===== src/rtl/modexp_pkg.sv =====
// Shared definitions for the modular-exponentiation datapath and its controller.
package modexp_pkg;

   localparam int unsigned WidthDefault = 8;

   typedef enum logic [1:0] {
      StEmpty,
      StLoaded,
      StBusy
   } dp_state_e;

   // Controller states, kept here so the FSM and the datapath agree on one encoding.
   typedef enum logic [2:0] {
      CtlWaiting,
      CtlInitialize,
      CtlMultiply,
      CtlModulo,
      CtlDone
   } ctl_state_e;

endpackage


===== src/rtl/modexp_reducer.sv =====
// Single-cycle combinational remainder of a 2*WIDTH dividend by a WIDTH divisor.
module modexp_reducer #(
   parameter int unsigned WIDTH = 8
) (
   input  logic [2*WIDTH-1:0] dividend,
   input  logic [WIDTH-1:0]   divisor,
   output logic [WIDTH-1:0]   remainder
);

   localparam int unsigned PW = 2 * WIDTH;

   always_comb begin
      remainder = '0;
      // A zero divisor yields zero so the datapath never sees an undefined remainder.
      if (divisor != '0) begin
         remainder = WIDTH'(dividend % PW'(divisor));
      end
   end

endmodule


===== src/rtl/modexp_datapath.sv =====
// Operand capture, multiply/reduce steps and result presentation for base^exp mod m.
module modexp_datapath
   import modexp_pkg::*;
#(
   parameter int unsigned WIDTH = WidthDefault
) (
   input  logic             clk,
   input  logic             rst,
   input  logic             load,
   input  logic [WIDTH-1:0] base_in,
   input  logic [WIDTH-1:0] exp_in,
   input  logic [WIDTH-1:0] mod_in,
   input  logic             initialize,
   input  logic             en_multiply,
   input  logic             en_modulo,
   input  logic             done,
   output logic             input_data_ready,
   output logic             is_multiplication_done,
   output logic             busy,
   output logic [WIDTH-1:0] result,
   output logic             result_valid,
   output logic             mod_err,
   output logic             proto_err
);

   localparam int unsigned PW = 2 * WIDTH;

   dp_state_e        state_q, state_d;
   logic [WIDTH-1:0] base_q, base_d, exp_q, exp_d, mod_q, mod_d;
   logic [WIDTH-1:0] acc_q, acc_d, count_q, count_d, result_q, result_d;
   logic [PW-1:0]    product_q, product_d;
   logic             rdy_q, rdy_d, busy_q, busy_d, rv_q, rv_d;
   logic             mod_err_q, mod_err_d, proto_q, proto_d;
   logic [WIDTH-1:0] remainder;

   modexp_reducer #(
      .WIDTH (WIDTH)
   ) u_reducer (
      .dividend  (product_q),
      .divisor   (mod_q),
      .remainder (remainder)
   );

   always_comb begin
      state_d   = state_q;
      base_d    = base_q;
      exp_d     = exp_q;
      mod_d     = mod_q;
      acc_d     = acc_q;
      count_d   = count_q;
      product_d = product_q;
      result_d  = result_q;
      rdy_d     = rdy_q;
      busy_d    = busy_q;
      rv_d      = rv_q;
      mod_err_d = mod_err_q;
      proto_d   = proto_q;

      if ((en_multiply && en_modulo) || ((en_multiply || en_modulo) && state_q != StBusy)) begin
         proto_d = 1'b1;
      end

      if (state_q == StBusy) begin
         // Reduction wins over a simultaneous multiply; the multiply is dropped.
         if (en_modulo) begin
            acc_d = mod_err_q ? '0 : remainder;
         end else if (en_multiply && count_q != '0) begin
            product_d = PW'(acc_q) * PW'(base_q);
            count_d   = count_q - 1'b1;
         end
      end

      if (initialize && state_q != StEmpty) begin
         // Restart uses the operands already held; a same-cycle load is ignored.
         state_d   = StBusy;
         acc_d     = (mod_q > WIDTH'(1)) ? WIDTH'(1) : '0;
         count_d   = exp_q;
         product_d = '0;
         mod_err_d = (mod_q == '0);
         rdy_d     = 1'b0;
         busy_d    = 1'b1;
         rv_d      = 1'b0;
      end else if (done && state_q == StBusy) begin
         state_d  = StLoaded;
         result_d = acc_q;
         rv_d     = 1'b1;
         busy_d   = 1'b0;
         rdy_d    = 1'b1;
      end else if (load && state_q != StBusy) begin
         state_d = StLoaded;
         base_d  = base_in;
         exp_d   = exp_in;
         mod_d   = mod_in;
         rdy_d   = 1'b1;
      end
   end

   always_ff @(posedge clk or posedge rst) begin
      if (rst) begin
         state_q   <= StEmpty;
         base_q    <= '0;
         exp_q     <= '0;
         mod_q     <= '0;
         acc_q     <= '0;
         count_q   <= '0;
         product_q <= '0;
         result_q  <= '0;
         rdy_q     <= 1'b0;
         busy_q    <= 1'b0;
         rv_q      <= 1'b0;
         mod_err_q <= 1'b0;
         proto_q   <= 1'b0;
      end else begin
         state_q   <= state_d;
         base_q    <= base_d;
         exp_q     <= exp_d;
         mod_q     <= mod_d;
         acc_q     <= acc_d;
         count_q   <= count_d;
         product_q <= product_d;
         result_q  <= result_d;
         rdy_q     <= rdy_d;
         busy_q    <= busy_d;
         rv_q      <= rv_d;
         mod_err_q <= mod_err_d;
         proto_q   <= proto_d;
      end
   end

   assign input_data_ready       = rdy_q;
   assign busy                   = busy_q;
   assign is_multiplication_done = busy_q && (count_q == '0);
   assign result                 = result_q;
   assign result_valid           = rv_q;
   assign mod_err                = mod_err_q;
   assign proto_err              = proto_q;

endmodule


===== config.mk =====
export PLATFORM = sky130hd
export DESIGN_NAME = modexp_datapath
export DESIGN_NICKNAME = d
export VERILOG_FILES = /design/src/rtl/modexp_pkg.sv /design/src/rtl/modexp_reducer.sv /design/src/rtl/modexp_datapath.sv
export SDC_FILE = /design/constraint.sdc
export NUM_CORES = 1
export LEC_CHECK = 0
export ABC_AREA = 1
export BUFFER_PORTS_ARGS = -buffer_cell sky130_fd_sc_hd__buf_2
export CORE_MARGIN = 2
export CORE_UTILIZATION = 45
export CTS_CLUSTER_SIZE = 28
export DETAILED_ROUTE_END_ITERATION = 10
export PLACE_DENSITY = 0.71
export SLEW_MARGIN = 20
export SYNTH_ARGS = -nofsm -noshare
export SYNTH_HDL_FRONTEND = slang
export SYNTH_HIERARCHICAL = 1
export SYNTH_SLANG_ARGS = --single-unit

===== constraint.sdc =====
create_clock -name clk -period 44.1 [get_ports clk]
set_input_delay 2.205 -clock clk [delete_from_list [all_inputs] [get_ports clk]]
set_output_delay 2.205 -clock clk [all_outputs]
set_load 0.01 [all_outputs]

### Word level (Yosys, flattened, before mapping)

Index checks and enable logic that the tools add are counted.

* output and inout port bits: 14
* logic and storage cells: 69
* register bits after elaboration: 71

* reduce and logical (&&, ||, !) cells: 23
* divide/modulo/power cells: 1
* multipliers: 1
* bitwise operators: 2
* muxes and demuxes: 24
* $lt $le $gt $ge: 1
* equal/unequal tests: 3
* $add $sub $neg: 1

Operators by type and width (count)
* $mux W8: 9
* $mux W16: 4
* $logic_not A8 Y1: 2
* $mod A16 B8 Y16: 1
* $mul A8 B8 Y16: 1
* $reduce_bool A8 Y1: 2
* $reduce_bool A2 Y1: 5
* $gt A8 B1 Y1 const B: 1
* $mux W1: 8
* $sub A8 B1 Y8 const B: 1
* $logic_and A1 B1 Y1: 7
* $mux W2: 3
* $reduce_and A3 Y1: 2
* $reduce_and A2 Y1: 2
* $reduce_bool A3 Y1: 1
* $eq A2 B2 Y1 const B: 1
* $logic_or A1 B1 Y1: 2
* $ne A2 B1 Y1 const B: 1
* $ne A2 B2 Y1 const B: 1
* $not A1 Y1: 2

### Depth between registers and ports, before layout

* depth after elaboration: 6
* depth in mapped cells: 209

### By module

The synthesis kept the hierarchy.

Modules (own cells, without submodules)
* modexp_reducer: instances 1, cells each 1019, area each 5968.2 um2
* modexp_datapath: instances 1, cells each 670, area each 5424.0 um2

### Worst setup path after synthesis

OpenSTA, ideal clock, no wires.

* path kind: register to register
* start point: register mod_q[0]
* end point: register acc_q[6]
* buffers on the path: 10
* arrival: 26.197 ns
* path slack: 17.777 ns
* stages on the path, launching flop included: 200
* period minus slack after synthesis: 26.323 ns
* cell sequence: dfrtp_1 -> inv_1 -> ha_1 -> o21ai_0 -> inv_1 -> nand3_1 -> nand2_1 -> ha_1 -> o21ai_0 -> nand2_1 -> nand2_2 -> clkinv_1 -> nand2_1 -> nand2_1 -> ha_1 -> inv_1 -> o21bai_1 -> nand2_1 -> (+164 left out) -> ha_1 -> nand2_1 -> nor2_1 -> a211oi_1 -> o21ai_0 -> o21ai_0 -> nand2_1 -> a21oi_1 -> nand2_1 -> nor2_2 -> nand3_2 -> nor2_4 -> buf_6 -> nand2_1 -> nand2_1 -> nor2_1 -> nand3_1 -> o21ai_0

* longest elaborated chain between the ends: 6
* elaborated cells on any way between the ends: 7

RTL lines
* start: declaration: RTL line modexp_datapath.sv:29 `logic [WIDTH-1:0] base_q, base_d, exp_q, exp_d, mod_q, mod_d;`
* start signal: assignment: RTL line modexp_datapath.sv:117 `mod_q <= mod_d;`
* $mod A16 B8 Y16 or $reduce_bool A8 Y1 (tied branches): RTL line modexp_reducer.sv:16, modexp_reducer.sv:15
* $mux W8 (*): RTL line modexp_reducer.sv:15 `if (divisor != '0) begin`
* named net remainder[6]: RTL line modexp_datapath.sv:34 `logic [WIDTH-1:0] remainder;`
* $mux W8 (*): RTL line modexp_datapath.sv:66 `acc_d = mod_err_q ? '0 : remainder;`
* $mux W8 (*): RTL line modexp_datapath.sv:65 `if (en_modulo) begin`
* $mux W8 (*): RTL line modexp_datapath.sv:63 `if (state_q == StBusy) begin`
* $mux W8 (*): RTL line modexp_datapath.sv:73 `if (initialize && state_q != StEmpty) begin`
* end signal: assignment: RTL line modexp_datapath.sv:104 `acc_q <= '0;`
* end signal: assignment: RTL line modexp_datapath.sv:118 `acc_q <= acc_d;`
* end: declaration: RTL line modexp_datapath.sv:30 `logic [WIDTH-1:0] acc_q, acc_d, count_q, count_d, result_q, result_d;`

The timed path passes the listed nets; every way through them passes the cells marked *. The select of a mux whose other input is x is not followed.
A chain may end at the register's enable or synchronous reset.

### Worst setup path after layout

* start point: register mod_q[0]
* end point: register acc_q[0]

The elaborated chain is that of the path after synthesis.

==> results <==
- The flow ran to the end, and the final reports show no timing, DRC or antenna violations.
- The maximum number of pins on one net before global-route repair is 71.
- The biggest area contributor in the post-synthesis netlist is dfrtp_1.
- The H-tree depth reported by CTS is 3.
- The critical path arrival is 29,600 ps.
- The floorplan has 58 rows.
- The number of clock buffers inserted by TritonCTS is 9.
- The number of max-cap violations is 0.
- The worst setup path is captured at a flop.
- After routing, the total negative slack on setup checks comes to 0 ps.
- Setup repair after global routing left no endpoint under its margin.
- The top-area cell type share of the netlist area is 15.4%.
- Once the clock tree was built, the setup fixing pass inserted 0 buffers.
- The die covers 26,600 µm².
- The net count of the finished layout is 1,907.
- The worst hold path belongs to the class flop to flop.
- The wire-length estimate of the detail-placed layout is 20,300 µm.
- The first-pass GRT wire length is 43,800 µm.
- The critical path launch point type is a flop.
- Setup violations remaining at the end of the flow were counted as 0.
- Among all stages on the critical path, the largest delay is contributed by a21oi_1.
- In this run the vertical extent of the chip is 163 µm.
- The cell area that synthesis handed to floorplanning was 11,400 µm².
- In this run, post-CTS hold repair placed 0 buffers.
- The number of top-level design ports is 45.
- Once the floorplan was initialized, standard cells occupied 45.5% of the core.
- The commonest cells after synthesis are nand2_1, inv_1, ha_1.
- For the pin with the worst max-slew slack, the measured transition is 925 ps.
- The async set-reset flop share out of synthesis is 100%.
- Relative to the synthesized area, the layout overhead comes to 6.14%.
- The number of instances in the synthesized netlist is 1,689.
- The number of flops mapped to enable cells by yosys is 0.
- Of all nets on the critical path, the largest fanout is 18.
- Counting every net in the synthesized netlist gives 1,896.
- The final global-route overflow total is 0.
- The initial detailed-routing violation count is 427.
- Summed over all layers, the routed wires come to 24,900 µm.
- In this run the tightest slew margin relative to its limit is 38.3%.
- The total count of hold-check failures in the final report is 0.
- The register clock-pin slew on the reported worst setup and hold paths is 60 ps.
- The via count of the first global-routing pass is 9,730.
- The worst setup margin is 14,720 ps.
- Counting flops and latches in the post-synthesis netlist gives 70.
- The repair_antennas step left the layout with diodes totalling 0.
- The number of warnings reported in the yosys synthesis log is 6.
- The most common cell in the synthesized netlist is nand2_1.
- During placement, the flow inserted port buffers numbering 44.
- Dividing the detail-routed wire length by the instance count gives 12.3 µm.
- In the post-synthesis netlist, the biggest area contributors are dfrtp_1, ha_1, nand2_1.
- The critical path class is flop to flop.
- The fraction of final layout cells sized beyond drive strength 1 is 12.3%.
- The most instantiated flip-flop cell in the synthesis netlist is dfrtp_1.
- The via count of the routed design is 10,200.
- The average footprint of a synthesized cell is 6.74 µm².
- The worst-skew pair later-pin latency is 340 ps.
- Between clock sinks in the finished design, the worst skew comes to 12.2 ps.
- The core region is 25,000 µm².
- The tightest hold path in the finished design has a slack of 470 ps.
- Data on the critical path is required at its endpoint by 44,320 ps.
- Using the TritonRoute via totals, the vias-per-cell ratio works out to 5.01.
- The number of nets with antenna violations after routing is 0.
- The first detailed-routing pass ran for 5 iterations.
- Among the stages of the critical path, the cell type that occurs most often is nand2_1.
- The number of antenna violations at the first check in global routing is 0.
- The maximum clock insertion buffer count is 2.
- The die span in x is 163 µm.
- The number of DRC violations after detailed routing is 0.
- The sink count of the clock tree is 70.
- The final weighted congestion in routability-driven placement is 0.855.
- The final-report max-slew violation count is 0.
- The final critical path time including I/O delays and setup is 29,380 ps.
- Timing analysis after detailed placement gives a worst setup slack of 15,090 ps.
- The delay of the slowest cell on the worst path is 660 ps.
- The final cycle utilization of the critical path is 66.6%.
- The root cell of the clock tree is clkbuf_16.
- Sequential cells were found to cover 15.4% of the synthesized design area.
- The TritonCTS clock tree is built.
- The fmax is 0.0340 GHz.
- The number of unique standard cell types used by synthesis is 56.
- The aggregate global-route resource usage is 19.7%.
- The total of cells resized after clock tree synthesis is 0.
## routing by layer
layer  GRT usage (%)  wire length (µm)
met4            4.55               378
met5               0                 0
met3            1.30               699
met1            25.5             11700
met2            35.7             12200
## area by class of cell
| type | instances | area, µm² |
|---|---|---|
| clock inverters | 7 | 80.1 |
| inverters | 319 | 1200 |
| fillers | 2582 | 12900 |
| repair buffers | 47 | 243 |
| well taps | 330 | 413 |
| multi-input cells | 1253 | 8180 |
| flip-flops and latches | 70 | 1750 |
| clock buffers | 9 | 225 |
## worst max-delay path, delay by kind of cell (launching register included)
kind                     cells  cell delay, ps
AND/OR/NAND/NOR             80            8800
buffers and inverters       29            3220
XOR/XNOR                     1             170
AO/OA/AOI/OAI               64           11600
flip-flops                   1             420
adder cells (fa/ha/maj)     16            4950
## cells by family (layout without fill, tap and decap cells)
group,count (synthesis),after routing,synth area share (%)
simple gates,775,775,31.5
buf+inv,366,382,12.8
compound gates,211,211,11.0
fa+ha+maj,176,176,21.8
flops,70,70,15.4
xor+xnor,67,67,5.22
mux,24,24,2.37
## per-stage QoR
stage | cell area (µm²) | util [%] | instances
floorplan | 11400 | - | 1689
CTS | 12100 | 48.3 | 2035
global placement | 11800 | 47.1 | 2019
global route | 12100 | 48.3 | 2035
finish | 12100 | 48.3 | 2035
detailed placement | 11800 | 47.1 | 2019
## cells in the final DEF (no fill, tap or decap), types with 17 or more instances in the layout
cell,count
nand2_1,448
inv_1,296
ha_1,139
nand3_1,108
nor2_1,91
o21ai_0,89
dfrtp_1,70
a21oi_1,46
buf_2,44
fa_1,37
xnor2_1,36
nand2_2,31
xor2_1,30
mux2_2,24
a21o_1,22
inv_2,20
nand3_2,17
## sequential cells by signal, indices dropped and copies added, names as in the netlist, 2 cells and up
register,count
base_q,8
state_q,2
product_q,16
count_q,8
result,8
mod_q,8
exp_q,8
acc_q,8
## path summary, 6_finish.rpt
check                                from           end  slack, ps  cells past startpoint
worst min-delay path            proto_err     proto_err        470                      2
worst min register to register  proto_err     proto_err        470                      2
min in group asynchronous             rst  product_q[3]       2160                      3
worst max-delay path             mod_q[0]      acc_q[0]      14720                    190
max in group asynchronous             rst          busy      41360                      3
worst max register to register   mod_q[0]      acc_q[0]      14720                    190
Power is not shown: default switching activity piles up to over one toggle a cycle in this logic, so the estimate is an artifact.
